**src/rtl/kyber_pkg.sv**
```systemverilog
// Shared types and constants for the Kyber byte/bit stream blocks.
// The entry struct carries a running frame XOR only when BTB_XOR_EN is defined.
package kyber_pkg;

  localparam int KYBER_N = 256;
  localparam int BYTE_W  = 8;

  typedef enum logic [1:0] {
    IDLE,
    PACK,
    DRAIN
  } btb_state_e;

  typedef struct packed {
`ifdef BTB_XOR_EN
    logic [BYTE_W-1:0] xsum;
`endif
    logic              last;
    logic [BYTE_W-1:0] data;
  } btb_entry_t;

endpackage

```
**src/rtl/btb_skid_buf.sv**
```systemverilog
// Two-entry registered valid/ready buffer of btb_entry_t.
// push_ready_o comes from the occupancy register only, so it never depends on pop_ready_i.
module btb_skid_buf
  import kyber_pkg::*;
(
  input  logic       clk,
  input  logic       rst,
  input  logic       push_valid_i,
  input  btb_entry_t push_entry_i,
  output logic       push_ready_o,
  output logic       pop_valid_o,
  input  logic       pop_ready_i,
  output btb_entry_t pop_entry_o
);

  btb_entry_t head_q, head_d;
  btb_entry_t tail_q, tail_d;
  logic [1:0] count_q, count_d;
  logic       push;
  logic       pop;

  assign push_ready_o = (count_q != 2'd2);
  assign pop_valid_o  = (count_q != 2'd0);
  assign pop_entry_o  = pop_valid_o ? head_q : '0;
  assign push         = push_valid_i && push_ready_o;
  assign pop          = pop_valid_o && pop_ready_i;

  // Next-state: head always holds the oldest entry; a push with a pop at one entry replaces the head.
  always_comb begin
    head_d  = head_q;
    tail_d  = tail_q;
    count_d = count_q;
    case (count_q)
      2'd0: begin
        if (push) begin
          head_d  = push_entry_i;
          count_d = 2'd1;
        end
      end
      2'd1: begin
        if (push && pop) begin
          head_d = push_entry_i;
        end else if (push) begin
          tail_d  = push_entry_i;
          count_d = 2'd2;
        end else if (pop) begin
          count_d = 2'd0;
        end
      end
      default: begin
        if (pop) begin
          head_d  = tail_q;
          count_d = 2'd1;
        end
      end
    endcase
  end

  // Storage registers, flushed by reset.
  always_ff @(posedge clk) begin
    if (rst) begin
      head_q  <= '0;
      tail_q  <= '0;
      count_q <= 2'd0;
    end else begin
      head_q  <= head_d;
      tail_q  <= tail_d;
      count_q <= count_d;
    end
  end

endmodule

```
**src/rtl/bits_to_bytes_stream.sv**
```systemverilog
// Streaming BitsToBytes packer: LSB-first bit beats in, framed bytes out via a 2-entry skid buffer.
// Optional feature macro BTB_XOR_EN adds the frame_xor port carrying the XOR of all frame bytes.
module bits_to_bytes_stream
  import kyber_pkg::*;
#(
  parameter int IN_W       = 1,
  parameter int BYTE_COUNT = KYBER_N
) (
  input  logic            clk,
  input  logic            rst,
  input  logic            in_valid,
  output logic            in_ready,
  input  logic [IN_W-1:0] in_bits,
  output logic            out_valid,
  input  logic            out_ready,
  output logic [7:0]      out_byte,
  output logic            out_last,
`ifdef BTB_XOR_EN
  output logic [7:0]      frame_xor,
`endif
  output logic            busy
);

  localparam int IDX_W = (BYTE_COUNT > 1) ? $clog2(BYTE_COUNT) : 1;

  if (!(IN_W == 1 || IN_W == 2 || IN_W == 4 || IN_W == 8)) begin : g_bad_in_w
    $error("bits_to_bytes_stream: IN_W must be 1, 2, 4 or 8");
  end
  if (BYTE_COUNT < 1) begin : g_bad_byte_count
    $error("bits_to_bytes_stream: BYTE_COUNT must be at least 1");
  end

  logic [BYTE_W-1:0] acc_q, acc_d;
  logic [2:0]        bit_cnt_q, bit_cnt_d;
  logic [IDX_W-1:0]  byte_idx_q, byte_idx_d;
  btb_state_e        state_q, state_d;
  logic              newbeat_q, newbeat_d;
  logic [1:0]        lasts_q, lasts_d;

  logic              skid_ready;
  logic              accept;
  logic              complete;
  logic              idx_is_last;
  logic              push_last;
  logic              pop_last;
  logic [3:0]        cnt_sum;
  logic [BYTE_W-1:0] in_ext;
  logic [BYTE_W-1:0] merged;
  btb_entry_t        push_entry;
  btb_entry_t        out_entry;

  assign in_ready    = skid_ready && !rst;
  assign accept      = in_valid && in_ready;
  assign cnt_sum     = {1'b0, bit_cnt_q} + 4'(IN_W);
  assign complete    = accept && (cnt_sum == 4'd8);
  assign idx_is_last = (byte_idx_q == IDX_W'(BYTE_COUNT - 1));
  assign push_last   = complete && idx_is_last;
  assign in_ext      = BYTE_W'(in_bits);
  assign merged      = acc_q | (in_ext << bit_cnt_q);
  assign pop_last    = out_valid && out_ready && out_last;
  assign out_byte    = out_entry.data;
  assign out_last    = out_entry.last;

`ifdef BTB_XOR_EN
  logic [BYTE_W-1:0] xor_run_q, xor_run_d;

  // Running XOR of bytes pushed so far in the frame; restarts once the last byte is pushed.
  always_comb begin
    xor_run_d = xor_run_q;
    if (complete) begin
      xor_run_d = push_last ? '0 : (xor_run_q ^ merged);
    end
  end

  // XOR accumulator register.
  always_ff @(posedge clk) begin
    if (rst) xor_run_q <= '0;
    else     xor_run_q <= xor_run_d;
  end

  assign push_entry = '{xsum: xor_run_q ^ merged, last: idx_is_last, data: merged};
  assign frame_xor  = (out_valid && out_entry.last) ? out_entry.xsum : 8'h00;
`else
  assign push_entry = '{last: idx_is_last, data: merged};
`endif

  btb_skid_buf u_skid (
    .clk          (clk),
    .rst          (rst),
    .push_valid_i (complete),
    .push_entry_i (push_entry),
    .push_ready_o (skid_ready),
    .pop_valid_o  (out_valid),
    .pop_ready_i  (out_ready),
    .pop_entry_o  (out_entry)
  );

  // Accumulator, bit position and byte index within the frame.
  always_comb begin
    acc_d      = acc_q;
    bit_cnt_d  = bit_cnt_q;
    byte_idx_d = byte_idx_q;
    if (accept) begin
      bit_cnt_d = cnt_sum[2:0];
      acc_d     = merged;
    end
    if (complete) begin
      acc_d      = '0;
      byte_idx_d = idx_is_last ? '0 : (byte_idx_q + IDX_W'(1));
    end
  end

  // Number of last-flagged bytes still waiting in the skid buffer.
  always_comb begin
    lasts_d = lasts_q;
    case ({push_last, pop_last})
      2'b10:   lasts_d = lasts_q + 2'd1;
      2'b01:   lasts_d = lasts_q - 2'd1;
      default: lasts_d = lasts_q;
    endcase
  end

  // Framing FSM next state: DRAIN waits for the out_last handshake, resuming PACK if the next frame began.
  always_comb begin
    state_d = state_q;
    case (state_q)
      IDLE: begin
        if (accept) state_d = push_last ? DRAIN : PACK;
      end
      PACK: begin
        if (push_last) state_d = DRAIN;
      end
      DRAIN: begin
        if (pop_last) begin
          if (lasts_q == 2'd2 || push_last) state_d = DRAIN;
          else if (newbeat_q || accept)     state_d = PACK;
          else                              state_d = IDLE;
        end
      end
      default: state_d = IDLE;
    endcase
  end

  // Remembers that next-frame bits were taken while the previous frame is still draining.
  always_comb begin
    newbeat_d = 1'b0;
    if (state_q == DRAIN && state_d == DRAIN) begin
      newbeat_d = newbeat_q;
      if (accept) newbeat_d = !push_last;
    end
  end

  // FSM output: a frame is in progress whenever the FSM is not idle.
  always_comb begin
    busy = (state_q != IDLE);
  end

  // State registers; reset discards any partial byte and aborts the frame.
  always_ff @(posedge clk) begin
    if (rst) begin
      acc_q      <= '0;
      bit_cnt_q  <= 3'd0;
      byte_idx_q <= '0;
      state_q    <= IDLE;
      newbeat_q  <= 1'b0;
      lasts_q    <= 2'd0;
    end else begin
      acc_q      <= acc_d;
      bit_cnt_q  <= bit_cnt_d;
      byte_idx_q <= byte_idx_d;
      state_q    <= state_d;
      newbeat_q  <= newbeat_d;
      lasts_q    <= lasts_d;
    end
  end

endmodule

```
**config.mk**
```make
export PLATFORM = sky130hd
export DESIGN_NAME = bits_to_bytes_stream
export DESIGN_NICKNAME = d
export VERILOG_FILES = /design/src/rtl/kyber_pkg.sv /design/src/rtl/btb_skid_buf.sv /design/src/rtl/bits_to_bytes_stream.sv
export SDC_FILE = /design/constraint.sdc
export NUM_CORES = 1
export LEC_CHECK = 0
export CAP_MARGIN = 20
export CORE_MARGIN = 2
export CORE_UTILIZATION = 55
export DETAILED_ROUTE_END_ITERATION = 10
export PLACE_DENSITY = 0.78
export RECOVER_POWER = 50
export SLEW_MARGIN = 40
export SYNTH_ARGS = -nofsm -noshare
export SYNTH_HDL_FRONTEND = slang
export SYNTH_SLANG_ARGS = --single-unit
```
**constraint.sdc**
```tcl
create_clock -name clk -period 6.1 [get_ports clk]
set_clock_uncertainty 0.05 [all_clocks]
set_input_delay 0.61 -clock clk [delete_from_list [all_inputs] [get_ports clk]]
set_output_delay 0.61 -clock clk [all_outputs]
set_load 0.05 [all_outputs]
```
==> summary.md, run 1 <==
The critical path arrival is 4.22 ns, and the highest cell delay on the worst timing path is 0.69 ns. The mean post-synth cell area was 8.280 um^2. Based on the critical path, the design can be clocked at up to 0.2453 GHz. The post-synthesis net count was 273; the length of routed wiring on met1 was 2121 um. Clock root buffer master: sky130_fd_sc_hd__clkbuf_8.

For the post-DP HPWL, the log shows 2916 um. VDD sags by at most 0.2295 mV. The number of warnings issued by yosys is 0. The path with the worst hold slack has its endpoint at acc_q[4].

The tools report the count of instances resized after the clock tree is built as 0. The flow ran to the end, but the final reports show violations. The share of flip-flops with an asynchronous set or reset is 0%. In this run the static leakage power is 0.8068 nW. Relative to the synthesized area, the layout overhead comes to 10.70%.

The number of buffers added by the clock tree synthesis step was 5. The startpoint identified for the worst hold timing path is acc_q[4]. In this design, the largest share of critical-path delay is due to simple AND/OR/NAND/NOR gates. The number of placed I/O pins is 17. The layout has 348 filler cells. The tools report the post-route setup TNS as 0 ns. Counting instances in the post-synthesis netlist gives the leading cell types as sky130_fd_sc_hd__dfxtp_1 (44), sky130_fd_sc_hd__a21oi_1 (27), sky130_fd_sc_hd__nor2_1 (23), sky130_fd_sc_hd__o21ai_0 (23), sky130_fd_sc_hd__and2_1 (17). The wire length on met3 came out at 129 um.

The worst setup path is launched from an input port. The top cell type by area accounts for 40.30% of the synthesized area. For this run, the detailed router's first-pass iteration total came to 4. Average routed wire per standard cell: 13.40 um. Wire length of the first global-routing pass: 7431 um. Met2 routed wirelength: 2003 um. The number of synthesized register bits is 44, and the register clock-pin slew on the reported worst setup and hold paths is 0.07 ns.

The combined global-route utilization of all metal layers was 21.57%; the count of final hold-check violations was 0. Most used standard cell by instance count after synthesis: sky130_fd_sc_hd__dfxtp_1. The synthesized design contains 0 enable-type register cells.

Yosys attributes the largest share of cell area to sky130_fd_sc_hd__dfxtp_1 (40%), sky130_fd_sc_hd__a21oi_1 (6.2%), sky130_fd_sc_hd__o21ai_0 (5.3%). The final reports fail on capacitance limit, slew limit. The initial utilization of the core area, before any placement, comes to 58.39%. After layout, the minimum clock period comes to 4.077 ns. The tightest min-delay check is of the flip-flop to flip-flop type.

Of the cells placed in the final design, the portion with a size suffix greater than 1 is 4.762%. The highest metal layer with signal wires is met4. The detail route stage leaves a number of antenna-violating nets equal to 0. For this block, the initial DRC count from the detailed router was 176.

The unique cell type count in the Yosys netlist is 46, and the total detailed-routing wirelength is 4302 um. After floorplanning, the core was divided into 22 placement rows. In this run the worst path has a maximum fanout of 45. The total overflow left after global routing is 0. Counting along the longest clock path gives a buffer depth of 2. The worst setup path is of the input port to flip-flop kind.

The run gives 0 as the post-CTS repair timing setup buffer count. The post-detailed-route DRC marker count was 0; the total power per unit cell area was 222.0 mW/mm^2. The tools report the final number of max-transition violations as 46. For the H-tree depth, the log shows 2. The worst register-to-register path begins at bit_cnt_q[1]. At the end of routability-driven placement, the weighted congestion stood at 0.8860.

The pin count of the biggest net entering global routing is 46, and the via count is 1835. The run gives 1634 as the number of global-route vias before repair. Traced cell by cell, the critical path runs through dlygate4sd3_1 > clkbuf_1 > nand2b_1 > or4_4 > nor2_1 > inv_1 > ha_1 > or3_1 > a21oi_1.

Along the worst hold path, the cell count comes to 2. The share of the Yosys chip area taken by registers is 40.30%. The largest individual stage delay along the critical path comes from the cell sky130_fd_sc_hd__clkbuf_1. Setup repair after global routing left no endpoint under its margin.

At the later pin of the worst-skew pair, clock insertion delay measures 0.29 ns. The via-per-instance ratio is 5.717, and the worst slew margin relative to its limit is -19.69%. The clock net in this run drives a total of 44 sinks. After technology mapping, the gate count stands at 264.

The tools report the data required time of the critical path as 6.24 ns. The count of final setup violators came out at 0. The worst setup path is captured at a flip-flop. The floorplan die height came out at 67.04 um. The largest area contributor in the netlist is sky130_fd_sc_hd__dfxtp_1. Antenna cell count: 0. The buffers plus inverters on the worst setup path is 3, and the slack of the worst reg-to-reg path is 3.19 ns. The port buffer count came out at 16. The worst path uses 66.83% of the clock period. End of the worst register-to-register path: lasts_q[1]. The placeable core region is 0.003744 mm^2.

The tools report the die area as 0.004494 mm^2. The predominant post-synthesis flop cell was sky130_fd_sc_hd__dfxtp_1. Counting cells, the worst reg-to-reg path comes to 8.

The instance area at placement came out at 0.002331 mm^2. The tools report the worst setup path startpoint as rst. The tools report the post-route standard cell area excluding fillers as 0.002420 mm^2. Number of maximum-capacitance violations: 1. For the post-cts hold buffer count, the log shows 0. The number of antenna violations at the first check in global routing was 0; the slew at the pin with the worst max-slew slack was 1.795 ns. Netlist area before placement: 0.002186 mm^2. The number of nets in the finished design was 281; the overall die width was 67.04 um.

TritonCTS built the clock tree.
[tightest hold or removal path: cells and delay by family (launching register included)]
kind / cells / cell delay [ns]
AO/OA/AOI/OAI: 1 / 0.04
flip-flops: 1 / 0.33
AND/OR/NAND/NOR: 1 / 0.07
[final cells by class]
| cell class | count | area, um^2 | area share [%] |
|---|---|---|---|
| Multi-Input combinational cell | 198 | 1185 | 48.97 |
| Sequential cell | 44 | 880.8 | 36.40 |
| Timing Repair Buffer | 17 | 163.9 | 6.774 |
| Clock buffer | 6 | 72.57 | 2.999 |
| Tap cell | 48 | 60.06 | 2.482 |
| Clock inverter | 2 | 35.03 | 1.448 |
| Inverter | 6 | 22.52 | 0.9307 |
[where the power goes]
part | switching, mW | internal (mW) | total (mW)
combinational | 0.0185 | 0.0103 | 0.0287
clock | 0.0935 | 0.122 | 0.215
sequential | 0.00415 | 0.289 | 0.293
[cell usage in the layout, fill, tap and decap left out, types with 3 or more instances in the layout]
cell,instances
sky130_fd_sc_hd__a21oi_1,27
sky130_fd_sc_hd__nor3_1,4
sky130_fd_sc_hd__and3_1,3
sky130_fd_sc_hd__nor2_1,24
sky130_fd_sc_hd__nand3_1,4
sky130_fd_sc_hd__o21a_1,4
sky130_fd_sc_hd__o41ai_1,7
sky130_fd_sc_hd__clkdlybuf4s50_1,14
sky130_fd_sc_hd__or3_1,16
sky130_fd_sc_hd__nand2_1,13
sky130_fd_sc_hd__ha_1,4
sky130_fd_sc_hd__o21ai_0,23
sky130_fd_sc_hd__inv_1,5
sky130_fd_sc_hd__nor2b_1,13
sky130_fd_sc_hd__a31oi_1,4
sky130_fd_sc_hd__dfxtp_1,44
sky130_fd_sc_hd__xnor2_1,4
sky130_fd_sc_hd__and2_1,17
sky130_fd_sc_hd__nand4_1,3
sky130_fd_sc_hd__clkbuf_8,5
[routing by layer]
| layer | GRT usage (%) | vias up |
|---|---|---|
| met1 | 29.93 | 851 |
| li1 | - | 956 |
| met4 | 6.888 | 0 |
| met2 | 33.91 | 23 |
| met5 | 0 | - |
| met3 | 3.547 | 5 |
[registers in the layout (all words and copies together), names as in the netlist]
name / count
u_skid.count_q: 2
byte_idx_q: 8
acc_q: 8
state_q: 2
lasts_q: 2
u_skid.tail_q: 9
u_skid.head_q: 9
bit_cnt_q: 3
newbeat_q: 1
[kinds of logic (layout without fill, tap and decap cells)]
group,Yosys count,after routing,synth area share (%)
AND/OR/NAND/NOR,111,111,28.68
AO/OA/AOI/OAI,77,77,21.41
flip-flops,44,44,40.30
buffers and inverters,22,31,4.808
XOR/XNOR,5,5,2.003
adder cells (fa/ha/maj),4,4,2.290
multiplexers,1,1,0.5151
[worst max path at each step]
stage / to / slack [ns] / cells past startpoint
finish: lasts_q[1] / 2.02 / 9
CTS: lasts_q[1] / 2.98 / 9
detailed placement: lasts_q[1] / 2.72 / 9
global route: lasts_q[1] / 1.78 / 9
floorplan: lasts_q[1] / 3.36 / 10
global placement: lasts_q[1] / 2.79 / 9
[per-stage QoR]
step / setup slack (ns) / utilization (%) / total power, mW / instances / hold WS [ns]
6_report: 2.023 / 64.64 / 0.5372 / 321 / 0.4221
5_1_grt: 1.781 / 64.64 / 0.5567 / 321 / 0.4519
4_1_cts: 2.975 / 65.14 / 0.5426 / 321 / 0.4266
3_5_place_dp: 2.725 / 62.27 / 0.3296 / 313 / 0.4087
3_3_place_gp: 2.794 / 62.27 / 0.3292 / 313 / 0.4030
2_1_floorplan: 3.358 / - / 0.3207 / 264 / 0.3875
(Power assumes the default switching activity.)
==> run 2, diff against run 1 <==
==> constraint.sdc (replaced) <==
create_clock -name clk -period 4 [get_ports clk]
set_clock_uncertainty 0.05 [all_clocks]
set_input_delay 0.4 -clock clk [delete_from_list [all_inputs] [get_ports clk]]
set_output_delay 0.4 -clock clk [all_outputs]
set_load 0.05 [all_outputs]
==> summary.md, run 2 (synthesis results as in run 1) <==
The kind of cell with the highest combined delay on the critical path was simple AND/OR/NAND/NOR gates. The run gives 0 as the final number of max-transition violations. Clock latency on the worst-skew pair, taken at its later pin, is 0.30 ns. Combinational cells account for 5.1% of the total power. The run gives 44.3% as the fraction of power consumed by the clock network. For the number of buffers added by the clock tree synthesis step, the log shows 5. The sort of element at the end of the critical path is a flip-flop. The critical path is of the flip-flop to flip-flop type. The run gives 2 as the maximum clock insertion buffer count. The wire length of the first global-routing pass is 7741 um, and the via count is 1846.

The time the worst path needs with I/O delays and setup is 3.163 ns. The tools report the number of antenna violations at the first check in global routing as 0. The first detailed-routing pass ran for 4 iterations.

The setup check on the worst reg-to-reg path leaves a slack of 0.84 ns. The tools report the number of placed I/O pins as 17. The slowest stage of the critical path is the sky130_fd_sc_hd__or4_1 cell.

The antenna cell count came out at 0. The tools report the post-cts hold buffer count as 0. Post-CTS timing repair inserted 0 buffers for setup. The post-route setup TNS was 0 ns; the register clock-pin slew on the reported worst setup and hold paths was 0.07 ns. In this run switching power makes up 20.44% of total power. After global routing the overflow that remains totals 0. The clock tree synthesis step divided the H-tree into 2 levels.

The number of placed instances, taps included, is 313. The count of buffers added on input and output ports is 16. Using the TritonRoute via totals, the vias-per-cell ratio works out to 5.769. The placeable core region is 0.003744 mm^2. Summed over all layers, the routed wires come to 4484 um.

Leaving out fill and tap cells, the most frequent cell in the layout is sky130_fd_sc_hd__dfxtp_1. Number of inserted filler cells in the final layout: 356. The highest cell delay on the worst timing path works out to 0.94 ns.

The kind of start point of the critical path is a flip-flop. TritonCTS built the clock tree. The tree is rooted in a sky130_fd_sc_hd__clkbuf_8. The final clock period utilization by the worst path was 79.07%; the number of nets in the finished design was 281.

The library cells used most frequently in the layout, excluding fill and tap cells, are sky130_fd_sc_hd__dfxtp_1 (44), sky130_fd_sc_hd__a21oi_1 (27), sky130_fd_sc_hd__nor2_1 (24). For the pin with the worst max-slew slack, the measured transition is 0.9636 ns. The data required time of the critical path is 4.17 ns, and the number of placement rows is 22. The worst-path maximum fanout is 35, and the post-detailed-route count of antenna-violating nets is 0. The flow ran to the end, and the final reports show no timing, DRC or antenna violations.

The die is 67.04 um wide. Entering global routing, the biggest net connects 45 pins. The path class of the tightest hold or removal check is flip-flop to flip-flop. Summed over all nets, the switching power comes to 0.1808 mW. The worst pin sits at a relative slew slack of 35.17%. The congestion estimate from routability-driven global placement came to 0.8503.

In the final routed layout, each cell accounts on average for 14.01 um. The buffers plus inverters on the worst setup path is 2, and the critical path arrival is 3.33 ns. For the count of instances resized after the clock tree is built, the log shows 0. The launch instance of the worst register-to-register path was bit_cnt_q[1].

Hold is met by 0.4215 ns. The combined global-route utilization of all metal layers is 22.60%, and the overall power is 0.8843 mW. The count of final setup violators is 0, and the fraction of layout instances using a drive strength above 1 is 5.147%. Setup repair after global routing left no endpoint under its margin. The standby leakage power was 0.8236 nW. The tools report the end of the worst register-to-register path as lasts_q[1]. The die area is 0.004494 mm^2, and the violation count after the first detailed-route iteration is 137. The largest registers in the layout are u_skid.head_q x9, u_skid.tail_q x9. For the worst flop-to-flop path, the logic depth is 8.

The tools report the core occupancy in the finished layout as 65.41%. The path with the worst hold slack has its endpoint at acc_q[7]. For this run, design rule violations remaining after detail routing come to 0.

The number of cells on the worst hold path is 1. The floorplan die height came out at 67.04 um. The logs give 0.7035 mW for the internal power consumption and 320 for the final cell count without fillers. Detailed placement finished with a half-perimeter wire length of 3062 um. The maximum frequency from static timing analysis was 0.3162 GHz; the portion of total power attributed to sequential cells was 50.6%. In this run the most critical hold path is launched from acc_q[7]. For the starting utilization of the core area, the log shows 58.39%.

The count of final hold-check violations was 0. Walking the worst path, the cells encountered are ha_1 > inv_1 > or4_1 > nor2_1 > inv_1 > ha_1 > or3_1 > a21oi_1. The total number of clock tree sinks is 44, and the total power per unit cell area is 361.1 mW/mm^2. VDD sags by at most 0.2491 mV. The area added between synthesis and finish was 12.02%; the number of maximum-capacitance violations was 0. The number of global-route vias before repair was 1671.
-- run 2: routing by layer --
| layer | up-vias | track usage [%] | wire length [um] |
|---|---|---|---|
| met5 | - | 0 | 0 |
| met4 | 0 | 7.398 | 63 |
| met3 | 8 | 5.068 | 150 |
| met2 | 28 | 34.78 | 1976 |
| met1 | 847 | 31.13 | 2294 |
| li1 | 963 | - | - |
-- run 2: final cells by class --
class	count	area, um^2	area share, %
inverters	6	22.52	0.9198
flip-flops and latches	44	880.8	35.97
well taps	48	60.06	2.453
repair buffers	17	167.7	6.847
clock buffers	5	68.82	2.810
clock inverters	2	60.06	2.453
multi-input cells	198	1189	48.54
-- run 2: per-stage QoR --
stage,area (um^2),setup WS (ns)
after floorplan,2186,1.468
after global placement,2331,1.150
after detailed placement,2337,1.117
after CTS,2466,1.249
after global routing,2449,0.5627
final,2449,0.8372
-- run 2: worst max path at each step --
stage,start,to,slack [ns],cells past startpoint
2_1_floorplan,rst,lasts_q[1],1.47,10
3_3_place_gp,rst,lasts_q[1],1.15,8
3_5_place_dp,rst,lasts_q[1],1.12,8
4_1_cts,bit_cnt_q[1],lasts_q[1],1.25,8
5_1_grt,bit_cnt_q[1],lasts_q[1],0.56,8
6_report,bit_cnt_q[1],lasts_q[1],0.84,8
-- run 2: power groups by stage --
stage / logic, mW / clock network (mW) / registers (mW)
after CTS: 0.0460 / 0.399 / 0.447
after global routing: 0.0498 / 0.418 / 0.448
after global placement: 0.0452 / 0 / 0.457
final: 0.0453 / 0.392 / 0.447
after detailed placement: 0.0457 / 0 / 0.457
after floorplan: 0.0357 / 0 / 0.453
